===== src/rtl/spm_seq_ctrl_pkg.sv =====
// Shared definitions for the serial-parallel multiplier sequencer:
// default sizing and the 3-bit state encoding.
package spm_seq_ctrl_pkg;

   localparam int SPM_N_DEF       = 8;
   localparam int SPM_TIMEOUT_DEF = 1024;

   localparam logic [2:0] ST_IDLE     = 3'd0;
   localparam logic [2:0] ST_LOAD     = 3'd1;
   localparam logic [2:0] ST_SHIFT    = 3'd2;
   localparam logic [2:0] ST_CONV     = 3'd3;
   localparam logic [2:0] ST_WAIT_BCD = 3'd4;
   localparam logic [2:0] ST_DONE     = 3'd5;

   typedef enum logic [2:0] {
      IDLE     = ST_IDLE,
      LOAD     = ST_LOAD,
      SHIFT    = ST_SHIFT,
      CONV     = ST_CONV,
      WAIT_BCD = ST_WAIT_BCD,
      DONE     = ST_DONE
   } spm_state_t;

endpackage


===== src/rtl/spm_seq_ctrl_if.sv =====
// Signals between the sequencer and the board I/O, multiplier and BCD converter.
// master = sequencer side, slave = surrounding datapath / board side.
interface spm_seq_ctrl_if #(parameter int N = spm_seq_ctrl_pkg::SPM_N_DEF);
   logic         btn_start;
   logic [N-1:0] sw_a;
   logic [N-1:0] sw_b;
   logic         mult_load;
   logic         mult_shift_en;
   logic [N-1:0] mult_a;
   logic [N-1:0] mult_b;
   logic         bcd_start;
   logic         bcd_done;
   logic         neg;
   logic         busy;
   logic         result_valid;
   logic         view_rst;
   logic         err;

   modport master (
      input  btn_start, sw_a, sw_b, bcd_done,
      output mult_load, mult_shift_en, mult_a, mult_b, bcd_start,
             neg, busy, result_valid, view_rst, err
   );

   modport slave (
      output btn_start, sw_a, sw_b, bcd_done,
      input  mult_load, mult_shift_en, mult_a, mult_b, bcd_start,
             neg, busy, result_valid, view_rst, err
   );
endinterface


===== src/rtl/spm_seq_ctrl_btn_edge_sync.sv =====
// Two-flop synchronizer for an asynchronous push button followed by a
// single-cycle rising-edge pulse.
module btn_edge_sync (
   input  logic clk,
   input  logic rst,
   input  logic btn_i,
   output logic rise_o
);
   logic meta_q, sync_q, prev_q;

   always_ff @(posedge clk) begin
      if (rst) begin
         meta_q <= 1'b0;
         sync_q <= 1'b0;
         prev_q <= 1'b0;
      end else begin
         meta_q <= btn_i;
         sync_q <= meta_q;
         prev_q <= sync_q;
      end
   end

   assign rise_o = sync_q & ~prev_q;
endmodule


===== src/rtl/spm_seq_ctrl.sv =====
// Sequencer for the N-bit serial-parallel multiplier: captures signed operands
// on a start press, runs 2N shift cycles, then hands the product to the BCD converter.
//
// state    | meaning
// IDLE     | waiting for a start press
// LOAD     | multiplier loads magnitudes, clears accumulator
// SHIFT    | 2N shift cycles
// CONV     | one-cycle kick of the BCD converter
// WAIT_BCD | waiting for bcd_done, bounded by TIMEOUT
// DONE     | result valid, new press restarts directly
module spm_seq_ctrl
   import spm_seq_ctrl_pkg::*;
#(
   parameter int N       = SPM_N_DEF,
   parameter int TIMEOUT = SPM_TIMEOUT_DEF
) (
   input  logic            clk,
   input  logic            rst,
   spm_seq_ctrl_if.master  bus
);
   localparam int CW = $clog2(2*N);
   localparam int TW = $clog2(TIMEOUT);
   localparam logic [CW-1:0] CNT_LAST = CW'(2*N-1);
   localparam logic [TW-1:0] TMO_LAST = TW'(TIMEOUT-1);

   spm_state_t    state_q, state_d;
   logic [CW-1:0] cnt_q, cnt_d;
   logic [TW-1:0] tmo_q, tmo_d;
   logic          err_q, err_d;
   logic          capture;
   logic          start_rise;

   logic          load_q, shift_q, bcd_start_q, busy_q, valid_q, view_rst_q, neg_q;
   logic [N-1:0]  mult_a_q, mult_b_q;
   logic [N-1:0]  abs_a, abs_b;
   logic          neg_d;

   btn_edge_sync u_start_sync (
      .clk    (clk),
      .rst    (rst),
      .btn_i  (bus.btn_start),
      .rise_o (start_rise)
   );

   // Negating -2^(N-1) wraps back to itself, which is the correct unsigned magnitude.
   assign abs_a = bus.sw_a[N-1] ? ('0 - bus.sw_a) : bus.sw_a;
   assign abs_b = bus.sw_b[N-1] ? ('0 - bus.sw_b) : bus.sw_b;
   assign neg_d = (bus.sw_a[N-1] ^ bus.sw_b[N-1]) & (|bus.sw_a) & (|bus.sw_b);

   always_comb begin
      state_d = state_q;
      cnt_d   = cnt_q;
      tmo_d   = tmo_q;
      err_d   = err_q;
      capture = 1'b0;
      case (state_q)
         IDLE, DONE: begin
            if (start_rise) begin
               state_d = LOAD;
               capture = 1'b1;
            end
         end
         LOAD: begin
            cnt_d   = '0;
            state_d = SHIFT;
         end
         SHIFT: begin
            cnt_d = cnt_q + 1'b1;
            if (cnt_q == CNT_LAST) state_d = CONV;
         end
         CONV: begin
            tmo_d   = '0;
            state_d = WAIT_BCD;
         end
         WAIT_BCD: begin
            if (bus.bcd_done) begin
               state_d = DONE;
            end else if (tmo_q == TMO_LAST) begin
               state_d = IDLE;
               err_d   = 1'b1;
            end else begin
               tmo_d = tmo_q + 1'b1;
            end
         end
         default: state_d = IDLE;
      endcase
      if (capture) err_d = 1'b0;
   end

   // Outputs are decoded from the next state so each one comes straight off a flop.
   always_ff @(posedge clk) begin
      if (rst) begin
         state_q     <= IDLE;
         cnt_q       <= '0;
         tmo_q       <= '0;
         err_q       <= 1'b0;
         load_q      <= 1'b0;
         shift_q     <= 1'b0;
         bcd_start_q <= 1'b0;
         busy_q      <= 1'b0;
         valid_q     <= 1'b0;
         view_rst_q  <= 1'b0;
         neg_q       <= 1'b0;
         mult_a_q    <= '0;
         mult_b_q    <= '0;
      end else begin
         state_q     <= state_d;
         cnt_q       <= cnt_d;
         tmo_q       <= tmo_d;
         err_q       <= err_d;
         load_q      <= (state_d == LOAD);
         shift_q     <= (state_d == SHIFT);
         bcd_start_q <= (state_d == CONV);
         busy_q      <= (state_d inside {LOAD, SHIFT, CONV, WAIT_BCD});
         valid_q     <= (state_d == DONE);
         view_rst_q  <= (state_d == DONE) && (state_q != DONE);
         if (capture) begin
            mult_a_q <= abs_a;
            mult_b_q <= abs_b;
            neg_q    <= neg_d;
         end
      end
   end

   assign bus.mult_load     = load_q;
   assign bus.mult_shift_en = shift_q;
   assign bus.bcd_start     = bcd_start_q;
   assign bus.busy          = busy_q;
   assign bus.result_valid  = valid_q;
   assign bus.view_rst      = view_rst_q;
   assign bus.neg           = neg_q;
   assign bus.err           = err_q;
   assign bus.mult_a        = mult_a_q;
   assign bus.mult_b        = mult_b_q;
endmodule

===== src/flat_wrapper.sv =====
// flat-port wrapper written by rule: the top's interface ports become plain ports
module spm_seq_ctrl_flat import spm_seq_ctrl_pkg::*;
#(
   parameter int N       = SPM_N_DEF,
   parameter int TIMEOUT = SPM_TIMEOUT_DEF
)
  (clk, rst, bus_btn_start, bus_sw_a, bus_sw_b, bus_bcd_done, bus_mult_load, bus_mult_shift_en, bus_mult_a, bus_mult_b, bus_bcd_start, bus_neg, bus_busy, bus_result_valid, bus_view_rst, bus_err);
  spm_seq_ctrl_if #(.N(N)) bus_i ();
  input  logic clk;
  input  logic rst;
  input wire logic [$bits(bus_i.btn_start)-1:0] bus_btn_start;
  input wire logic [$bits(bus_i.sw_a)-1:0] bus_sw_a;
  input wire logic [$bits(bus_i.sw_b)-1:0] bus_sw_b;
  input wire logic [$bits(bus_i.bcd_done)-1:0] bus_bcd_done;
  output wire logic [$bits(bus_i.mult_load)-1:0] bus_mult_load;
  output wire logic [$bits(bus_i.mult_shift_en)-1:0] bus_mult_shift_en;
  output wire logic [$bits(bus_i.mult_a)-1:0] bus_mult_a;
  output wire logic [$bits(bus_i.mult_b)-1:0] bus_mult_b;
  output wire logic [$bits(bus_i.bcd_start)-1:0] bus_bcd_start;
  output wire logic [$bits(bus_i.neg)-1:0] bus_neg;
  output wire logic [$bits(bus_i.busy)-1:0] bus_busy;
  output wire logic [$bits(bus_i.result_valid)-1:0] bus_result_valid;
  output wire logic [$bits(bus_i.view_rst)-1:0] bus_view_rst;
  output wire logic [$bits(bus_i.err)-1:0] bus_err;
  assign bus_i.btn_start = bus_btn_start;
  assign bus_i.sw_a = bus_sw_a;
  assign bus_i.sw_b = bus_sw_b;
  assign bus_i.bcd_done = bus_bcd_done;
  assign bus_mult_load = bus_i.mult_load;
  assign bus_mult_shift_en = bus_i.mult_shift_en;
  assign bus_mult_a = bus_i.mult_a;
  assign bus_mult_b = bus_i.mult_b;
  assign bus_bcd_start = bus_i.bcd_start;
  assign bus_neg = bus_i.neg;
  assign bus_busy = bus_i.busy;
  assign bus_result_valid = bus_i.result_valid;
  assign bus_view_rst = bus_i.view_rst;
  assign bus_err = bus_i.err;
  spm_seq_ctrl #(.N(N), .TIMEOUT(TIMEOUT)) u_core (.clk(clk), .rst(rst), .bus(bus_i));
endmodule

===== config.mk =====
export PLATFORM = sky130hd
export DESIGN_NAME = spm_seq_ctrl_flat
export DESIGN_NICKNAME = d
export VERILOG_FILES = /design/src/rtl/spm_seq_ctrl_pkg.sv /design/src/rtl/spm_seq_ctrl_if.sv /design/src/rtl/spm_seq_ctrl_btn_edge_sync.sv /design/src/rtl/spm_seq_ctrl.sv /design/src/flat_wrapper.sv
export SDC_FILE = /design/constraint.sdc
export NUM_CORES = 1
export LEC_CHECK = 0
export CORE_MARGIN = 10
export CORE_UTILIZATION = 45
export DETAILED_ROUTE_END_ITERATION = 8
export HOLD_SLACK_MARGIN = 0.02
export PLACE_DENSITY = 0.69
export SKIP_LAST_GASP = 1
export SYNTH_ARGS = -nofsm -noshare
export SYNTH_HDL_FRONTEND = slang
export SYNTH_SLANG_ARGS = --single-unit
export TNS_END_PERCENT = 10

===== constraint.sdc =====
create_clock -name clk -period 3.9 [get_ports clk]
set_input_delay 0.39 -clock clk [delete_from_list [all_inputs] [get_ports clk]]
set_output_delay 0.39 -clock clk [all_outputs]
set_load 0.01 [all_outputs]

Word-level counts from Yosys, hierarchy flattened
Index checks and enable logic that the tools add are counted.

operators by class
  div/mod/pow operators = 0
  equal/unequal tests = 15
  bitwise gates (word level) = 6
  order comparisons = 0
  multipliers = 0
  muxes and demuxes = 13
  shift operators = 0
  reductions and logical operators = 11
  add/sub/neg operators = 4

operators by type and width
  cell                                                                   count
  10-bit 2-to-1 mux                                                      2
  10-bit one-hot mux with 2 select lines                                 1
  8-bit 2-to-1 mux                                                       2
  8-bit OR reduction                                                     2
  1-bit by 8-bit subtractor with 8-bit output, first input constant      2
  3-bit one-hot mux with 5 select lines                                  1
  3-bit by 2-bit equality test with 1-bit output, second input constant  4
  3-bit equality test, second input constant                             4
  3-bit 2-to-1 mux                                                       4
  10-bit by 1-bit adder with 10-bit output, second input constant        1
  10-bit equality test, second input constant                            1
  4-bit one-hot mux with 2 select lines                                  1
  3-bit by 1-bit equality test with 1-bit output, second input constant  2
  3-bit AND reduction                                                    2
  4-bit by 1-bit adder with 4-bit output, second input constant          1
  4-bit equality test, second input constant                             1
  2-bit != test, second input constant                                   2
  2-bit nonzero test                                                     2
  4-bit nonzero test                                                     1
  2-bit OR reduction                                                     2
  1-bit bitwise AND                                                      3
  3-bit zero test                                                        1
  3-bit != test, second input constant                                   1
  1-bit 2-to-1 mux                                                       2
  3 further kinds                                                        4

storage, ports and cells
  bits in latches = 0
  bits of input ports = 20
  memory bits (read-only) = 0
  output and inout port bits = 24
  word-level logic and storage cells = 65
  flip-flop bits (word level) = 44
  memory bits (writable) = 0
  memories kept = 0

Depth between registers and ports, before layout
Gate-level depths: netlist of run 1.

  depth in word-level cells = 6
  mapped depth = 6
  gate-level depth less buffers = 6

By module
Synthesis of run 1 repeated with hierarchy kept, for this count alone.

unflattened totals
  cells, all modules = 247
  area, all modules = 2150.8 um^2

by module, submodules not included
  module         area each (um^2)  cells each  times used  seq. area each (um^2)
  spm_seq_ctrl   2063.2            240         1           820.8
  btn_edge_sync  87.6              7           1           60.1

Worst setup path before layout of run 1
Ideal clock, no wire load.

  kind = in2reg
  start = input port bus_sw_a[0]
  end = register u_core.mult_a_q[6] (netlist: u_core.bus.mult_a[6])
  cell stages on the path = 6
  slack = 2249 ps
  arrival time = 1566 ps
  buffers on the path = 0
  library setup time = 86 ps
  required time = 3814 ps
  cells stage by stage = inv_1 > ha_1 > or3b_2 > o31ai_1 > xor2_1 > a211oi_1

between the ends
  cells in the longest elaborated chain, start to end = 2

RTL lines
  what                                         RTL line             RTL
  start: declaration                           flat_wrapper.sv:12   input wire logic [$bits(bus_i.sw_a)-1:0] bus_sw_a;
  1-bit by 8-bit subtractor with 8-bit output  spm_seq_ctrl.sv:46   assign abs_a = bus.sw_a[N-1] ? ('0 - bus.sw_a) : bus.sw_a;
  8-bit 2-to-1 mux                             spm_seq_ctrl.sv:46
  end signal: assignment                       spm_seq_ctrl.sv:118  mult_a_q <= abs_a;
  end: declaration                             spm_seq_ctrl.sv:34   logic [N-1:0] mult_a_q, mult_b_q;

No other way between the ends.
A chain may end at the register's enable or synchronous reset.

Worst setup path in the final report of run 1
  start = register u_core.state_q[0]
  end = register u_core.mult_a_q[4] (netlist: u_core.bus.mult_a[4])

between the ends
  cells in the longest elaborated chain, start to end = 3
  elaborated cells between the ends (all ways) = 4
  classes of those cells = eq/ne: 1; mux: 1; reduce/logical: 2

RTL lines
  what                                                    RTL line             RTL
  start: declaration                                      spm_seq_ctrl.sv:26   spm_state_t state_q, state_d;
  start signal: assignment                                spm_seq_ctrl.sv:107  state_q <= state_d;
  3-bit equality test or 3-bit zero test (tied branches)  spm_seq_ctrl.sv:56   case (state_q)
  2-bit OR reduction (*)                                  spm_seq_ctrl.sv:56
  1-bit 2-to-1 mux (*)                                    spm_seq_ctrl.sv:56

Mark *: on every way between the ends. The rest lies on a longest branch, timed or not.

==> results of run 1 <==
## worst reg2reg max path: stages (launching register included)
cell and delay [ns]:
dfxtp_1 0.73, xor2_1 0.22, nor3b_4 0.55, buf_4 0.34, nor2_1 0.07, a211oi_1 0.22
## where the power goes
group / total (W) / switching [W] / internal, W
sequential: 0.000471 / 0.00000943 / 0.000461
combinational: 0.000115 / 0.0000546 / 0.0000605
clock: 0.000348 / 0.000159 / 0.000190
total: 0.000934 / 0.000223 / 0.000711
## placed cells by master, fill, tap and decap left out, types with 5 or more instances in the layout
cell	instances
nand3_1	7
nor3_1	8
xor2_1	10
clkbuf_8	5
nor2_1	25
dfxtp_1	44
nand2_1	21
a21oi_1	14
clkdlybuf4s50_1	43
nor2b_1	6
mux2i_1	7
a211oi_1	13
o21ai_0	10
or3_1	6
o31ai_1	6
inv_1	9
## through the flow
step	cells	hold slack, ns
finish	358	0.440
global route	358	0.465
floorplan	253	0.414
global placement	350	0.421
detailed placement	350	0.422
CTS	358	0.443
## logic make-up (layout without fill, tap and decap cells)
kind of cell / after synthesis / in the layout / share of synthesized area
compound gates: 56 / 56 / 0.180
xor+xnor: 12 / 12 / 0.0468
fa+ha+maj: 4 / 4 / 0.0223
buf+inv: 25 / 63 / 0.0569
flops: 44 / 44 / 0.393
mux: 7 / 7 / 0.0312
simple gates: 105 / 105 / 0.271
## registers in the layout, indices dropped and copies added, names as in the netlist
name,count
u_core.u_start_sync.prev_q,1
u_core.bus.busy,1
u_core.u_start_sync.sync_q,1
u_core.tmo_q,10
u_core.state_q,3
u_core.bus.bcd_start,1
u_core.bus.mult_a,8
u_core.bus.err,1
u_core.bus.mult_load,1
u_core.bus.neg,1
u_core.u_start_sync.meta_q,1
u_core.bus.mult_shift_en,1
u_core.cnt_q,4
u_core.bus.result_valid,1
u_core.bus.mult_b,8
u_core.bus.view_rst,1
## per-layer routing
metal | track usage | vias up
li1 | - | 985
met5 | 0 | -
met4 | 0.0438 | 0
met2 | 0.188 | 42
met1 | 0.157 | 868
met3 | 0.0424 | 6
## cell type report
type / count / area share
Clock inverter: 3 / 0.0152
Multi-Input combinational cell: 184 / 0.441
Timing Repair Buffer: 46 / 0.162
Clock buffer: 5 / 0.0246
Tap cell: 67 / 0.0300
Inverter: 9 / 0.0121
Sequential cell: 44 / 0.315
## worst paths after layout
kind                                              start                                    end  slack (ns)  cells past startpoint
setup reg to reg           u_core.state_q[0]$_SDFF_PP0_      u_core.bus.mult_a[4]$_SDFFE_PP0P_        1.67                      5
hold / removal    u_core.u_start_sync.meta_q$_SDFF_PP0_  u_core.u_start_sync.sync_q$_SDFF_PP0_        0.44                      1
hold reg to reg   u_core.u_start_sync.meta_q$_SDFF_PP0_  u_core.u_start_sync.sync_q$_SDFF_PP0_        0.44                      1
setup / recovery           u_core.state_q[0]$_SDFF_PP0_      u_core.bus.mult_a[4]$_SDFFE_PP0P_        1.67                      5
==> flow_summary.json, run 1 <==
{
  "run_status": "complete, no violations",
  "wl_met1_um": 2400,
  "ys_ff_latch": 44,
  "slew-limit-headroom": 0.562,
  "yosysMostFrequentCell": "dfxtp_1",
  "synth_edf_count": 0,
  "finalPower_w": 0.000934,
  "yosysWarnings": 0,
  "async_flop_share": 0,
  "diodes": 0,
  "crit_type": "reg -> reg",
  "start_util": 0.469,
  "p_per_area_nw_per_um2": 334,
  "ant_nets": 0,
  "numClockSinks": 44,
  "peakVddDrop_mv": 0.182,
  "track_usage": 0.123,
  "cts_made_buffers": 5,
  "die_h_um": 90.6,
  "crit_path_max_incr_delay_ns": 0.73,
  "path_clk_slew_ns": 0.09,
  "multiInputGateArea_um2": 1230,
  "start_kind": "flip-flop",
  "syn_area_per_cell_um2": 8.87,
  "die_w_um": 90.6,
  "grt_pass1_vias": 1820,
  "wl_met2_um": 2230,
  "worst_pin_slew_ns": 0.655,
  "placed_area_um2": 2690,
  "gp_congestion": 0.847,
  "period_needed_ns": 2.23,
  "worst_slack_ns": 1.67,
  "clockBufferDepth": 2,
  "first_iter_violations": 110,
  "cp_max_fo": 19,
  "first_pass_iters": 4,
  "syn_inst": 253,
  "hold_buffers": 0,
  "crit_chain": "xor2_1, nor3b_4, buf_4, nor2_1, a211oi_1",
  "cts_tree": "yes",
  "htreeDepth": 2,
  "finClkSkew_ns": 0.00664,
  "synth_top_area_share": 0.393,
  "fin_util": 0.585,
  "place_ws_ns": 1.65,
  "routed.top_layer": "met4",
  "area_growth_pct": 24.7,
  "timing.fmax_mhz": 448,
  "fin_area_um2": 2800,
  "setup_tns_ns": 0,
  "ys.flop_type": "dfxtp_1",
  "crit_arrival_ns": 2.43,
  "clk_latency_ns": 0.30,
  "drv_slew": 0,
  "gr-total-overflow": 0,
  "cts_resized": 0,
  "maxCapViolCount": 0,
  "layout.nets": 314,
  "rsz0062_at_grt": "no",
  "grt_max_degree": 20,
  "timing.final.crit_share": 0.572,
  "end_kind": "flip-flop",
  "vias": 1901,
  "required_ns": 4.10,
  "routed_wl_um": 5030,
  "antenna_found_initial": 0,
  "portBuffers": 43,
  "wire_per_inst_um": 14.0,
  "pin_count": 44,
  "worstHoldPathType": "reg -> reg",
  "critPathTopFamily": "flip-flops",
  "grt_pass1_wl_um": 8670,
  "drc": 0,
  "rows": 25,
  "viasPerCell": 5.31,
  "yosys-top-cells-count": "dfxtp_1, nor2_1, nand2_1, a21oi_1, a211oi_1",
  "fillers": 430,
  "die-area_um2": 8210,
  "leakagePower_nw": 1.02,
  "post_cts_buffers": 0,
  "drive_gt1_frac": 0.0997,
  "post-dp-hpwl_um": 3730,
  "finalHoldViolations": 0,
  "synth_cell_types": 49,
  "slowest_stage": "dfxtp_1",
  "setup_violations": 0,
  "register_area_um2": 881,
  "synth.yosys.seq_area_share": 0.393,
  "synthTopCellsByArea": "dfxtp_1, a211oi_1, nor2_1, xor2_1, nand2_1",
  "wl_met3_um": 343,
  "root_buffer": "clkbuf_8",
  "critPathBufInv": 1,
  "syn_area_um2": 2240,
  "syn_nets": 277,
  "synth_top_cell_by_area": "dfxtp_1",
  "core_um2": 4790
}
No activity file was read; power rests on OpenSTA's default activity.
==> inputs of run 2 (changes only) <==
--- a/config.mk
+++ b/config.mk
@@ -9,7 +9,7 @@
 export CORE_UTILIZATION = 45
 export DETAILED_ROUTE_END_ITERATION = 8
 export HOLD_SLACK_MARGIN = 0.02
-export PLACE_DENSITY = 0.69
+export PLACE_DENSITY = 0.72
 export SKIP_LAST_GASP = 1
 export SYNTH_ARGS = -nofsm -noshare
 export SYNTH_HDL_FRONTEND = slang
==> constraint.sdc (replaced) <==
create_clock -name clk -period 1.9 [get_ports clk]
set_input_delay 0.19 -clock clk [delete_from_list [all_inputs] [get_ports clk]]
set_output_delay 0.19 -clock clk [all_outputs]
set_load 0.01 [all_outputs]
==> run 2 against run 1 <==
First-iteration DRC count shrank 2.7%. Worst setup slack lost 1.5 ns. Sequential share of layout area shrank 2.3 points. Global-route usage grew 0.49 points. Worst hold slack gained 0.0042 ns. Count of clock-buffer cells in the layout grew 1. Sequential cell count is the same. Cell area grew 8.4%. Largest cell class unchanged.
==> flow_summary.json, run 2 (synthesized netlist as in run 1, its figures left out) <==
{
  "gr-total-overflow": 0,
  "worst_pin_slew_ns": 0.638,
  "core_um2": 4790,
  "grt_pass1_vias": 1921,
  "period_needed_ns": 1.70,
  "rows": 25,
  "fin_cells": 384,
  "p_per_area_nw_per_um2": 653,
  "numClockSinks": 44,
  "pin_count": 44,
  "cts_made_buffers": 5,
  "timing.final.crit_share": 0.896,
  "die-area_um2": 8210,
  "vias": 2023,
  "layout.nets": 340,
  "top_register": "u_core.tmo_q",
  "first_iter_violations": 107,
  "required_ns": 2.13,
  "finClkSkew_ns": 0.00704,
  "start_kind": "flip-flop",
  "drv_slew": 0,
  "htreeDepth": 2,
  "diodes": 0,
  "leakagePower_nw": 1.16,
  "final_common_cell": "clkdlybuf4s50_1",
  "clk_latency_ns": 0.30,
  "layout_common_cells": "clkdlybuf4s50_1, dfxtp_1, buf_4",
  "end_kind": "flip-flop",
  "cp_max_fo": 9,
  "antenna_found_initial": 0,
  "viasPerCell": 5.27,
  "finalHoldViolations": 0,
  "setup_violations": 0,
  "worst_slack_ns": 0.199,
  "timing.fmax_mhz": 588,
  "grt_pass1_wl_um": 9020,
  "first_pass_iters": 4,
  "peakVddDrop_mv": 0.372,
  "largest_reg_flops": 10,
  "gp_congestion": 0.813,
  "run_status": "complete, no violations",
  "place_ws_ns": -0.0968,
  "area_growth_pct": 35.2,
  "root_buffer": "clkbuf_8",
  "cts_tree": "yes",
  "path_clk_slew_ns": 0.09,
  "die_w_um": 90.6,
  "wire_per_inst_um": 13.6,
  "placedCellCount": 376,
  "hold_buffers": 0,
  "start_util": 0.469,
  "portBuffers": 43,
  "post-dp-hpwl_um": 3920,
  "rsz0062_at_grt": "no",
  "die_h_um": 90.6,
  "crit_type": "reg -> reg",
  "slew-limit-headroom": 0.572,
  "clockBufferDepth": 2,
  "ant_nets": 0,
  "routed_wl_um": 5220,
  "crit_arrival_ns": 1.93,
  "setup_tns_ns": 0,
  "finalPower_w": 0.00198,
  "grt_max_degree": 36,
  "drc": 0,
  "track_usage": 0.128,
  "worstHoldPathType": "reg -> reg",
  "fin_util": 0.634,
  "maxCapViolCount": 0,
  "drive_gt1_frac": 0.186
}
-- run 2: worst max-delay path, stage by stage (launching register included) --
cell       delay (ns)
dfxtp_2          0.40
nor4b_4          0.32
buf_4            0.16
o2111ai_1        0.17
or4_1            0.44
a21oi_1          0.14
-- run 2: cell type report --
class | instances | area, um^2
clock buffers | 6 | 82.6
clock inverters | 2 | 38.8
fillers | 399 | 1750
inverters | 9 | 33.8
multi-input cells | 184 | 1250
flip-flops and latches | 44 | 885
well taps | 67 | 83.8
repair buffers | 72 | 661
-- run 2: per-stage QoR --
stage	instance area, um^2	hold WS [ns]
CTS	3020	0.446
global route	3030	0.464
floorplan	2240	0.318
detailed placement	2890	0.426
finish	3030	0.445
global placement	2890	0.420
-- run 2: where the power goes --
part	total, W	internal, W	leakage, nW	switching, W
Combinational	0.000255	0.000137	0.742	0.000118
Sequential	0.000965	0.000947	0.358	0.0000174
Clock	0.000760	0.000430	0.0614	0.000329
-- run 2: metal layers --
metal / vias up / wire length (um) / GRT usage
met4: 0 / 54 / 0.0358
met5: - / 0 / 0
li1: 1040 / - / -
met2: 53 / 2350 / 0.201
met3: 6 / 386 / 0.0540
met1: 924 / 2430 / 0.157
-- run 2: repair_timing --
action,in CTS,in global routing
setup buffers,0,0
endpoints found under the setup margin,4,7
pin swaps,0,0
gates resized for setup,1,4
-- run 2: path summary, 6_finish.rpt --
check	start	to	slack (ns)	depth (start not counted)
setup reg to reg	u_core.state_q[1]$_SDFF_PP0_	u_core.tmo_q[9]$_SDFFE_PP0P_	0.20	5
setup / recovery	u_core.state_q[1]$_SDFF_PP0_	u_core.tmo_q[9]$_SDFFE_PP0P_	0.20	5
hold reg to reg	u_core.u_start_sync.meta_q$_SDFF_PP0_	u_core.u_start_sync.sync_q$_SDFF_PP0_	0.44	1
hold / removal	u_core.u_start_sync.meta_q$_SDFF_PP0_	u_core.u_start_sync.sync_q$_SDFF_PP0_	0.44	1
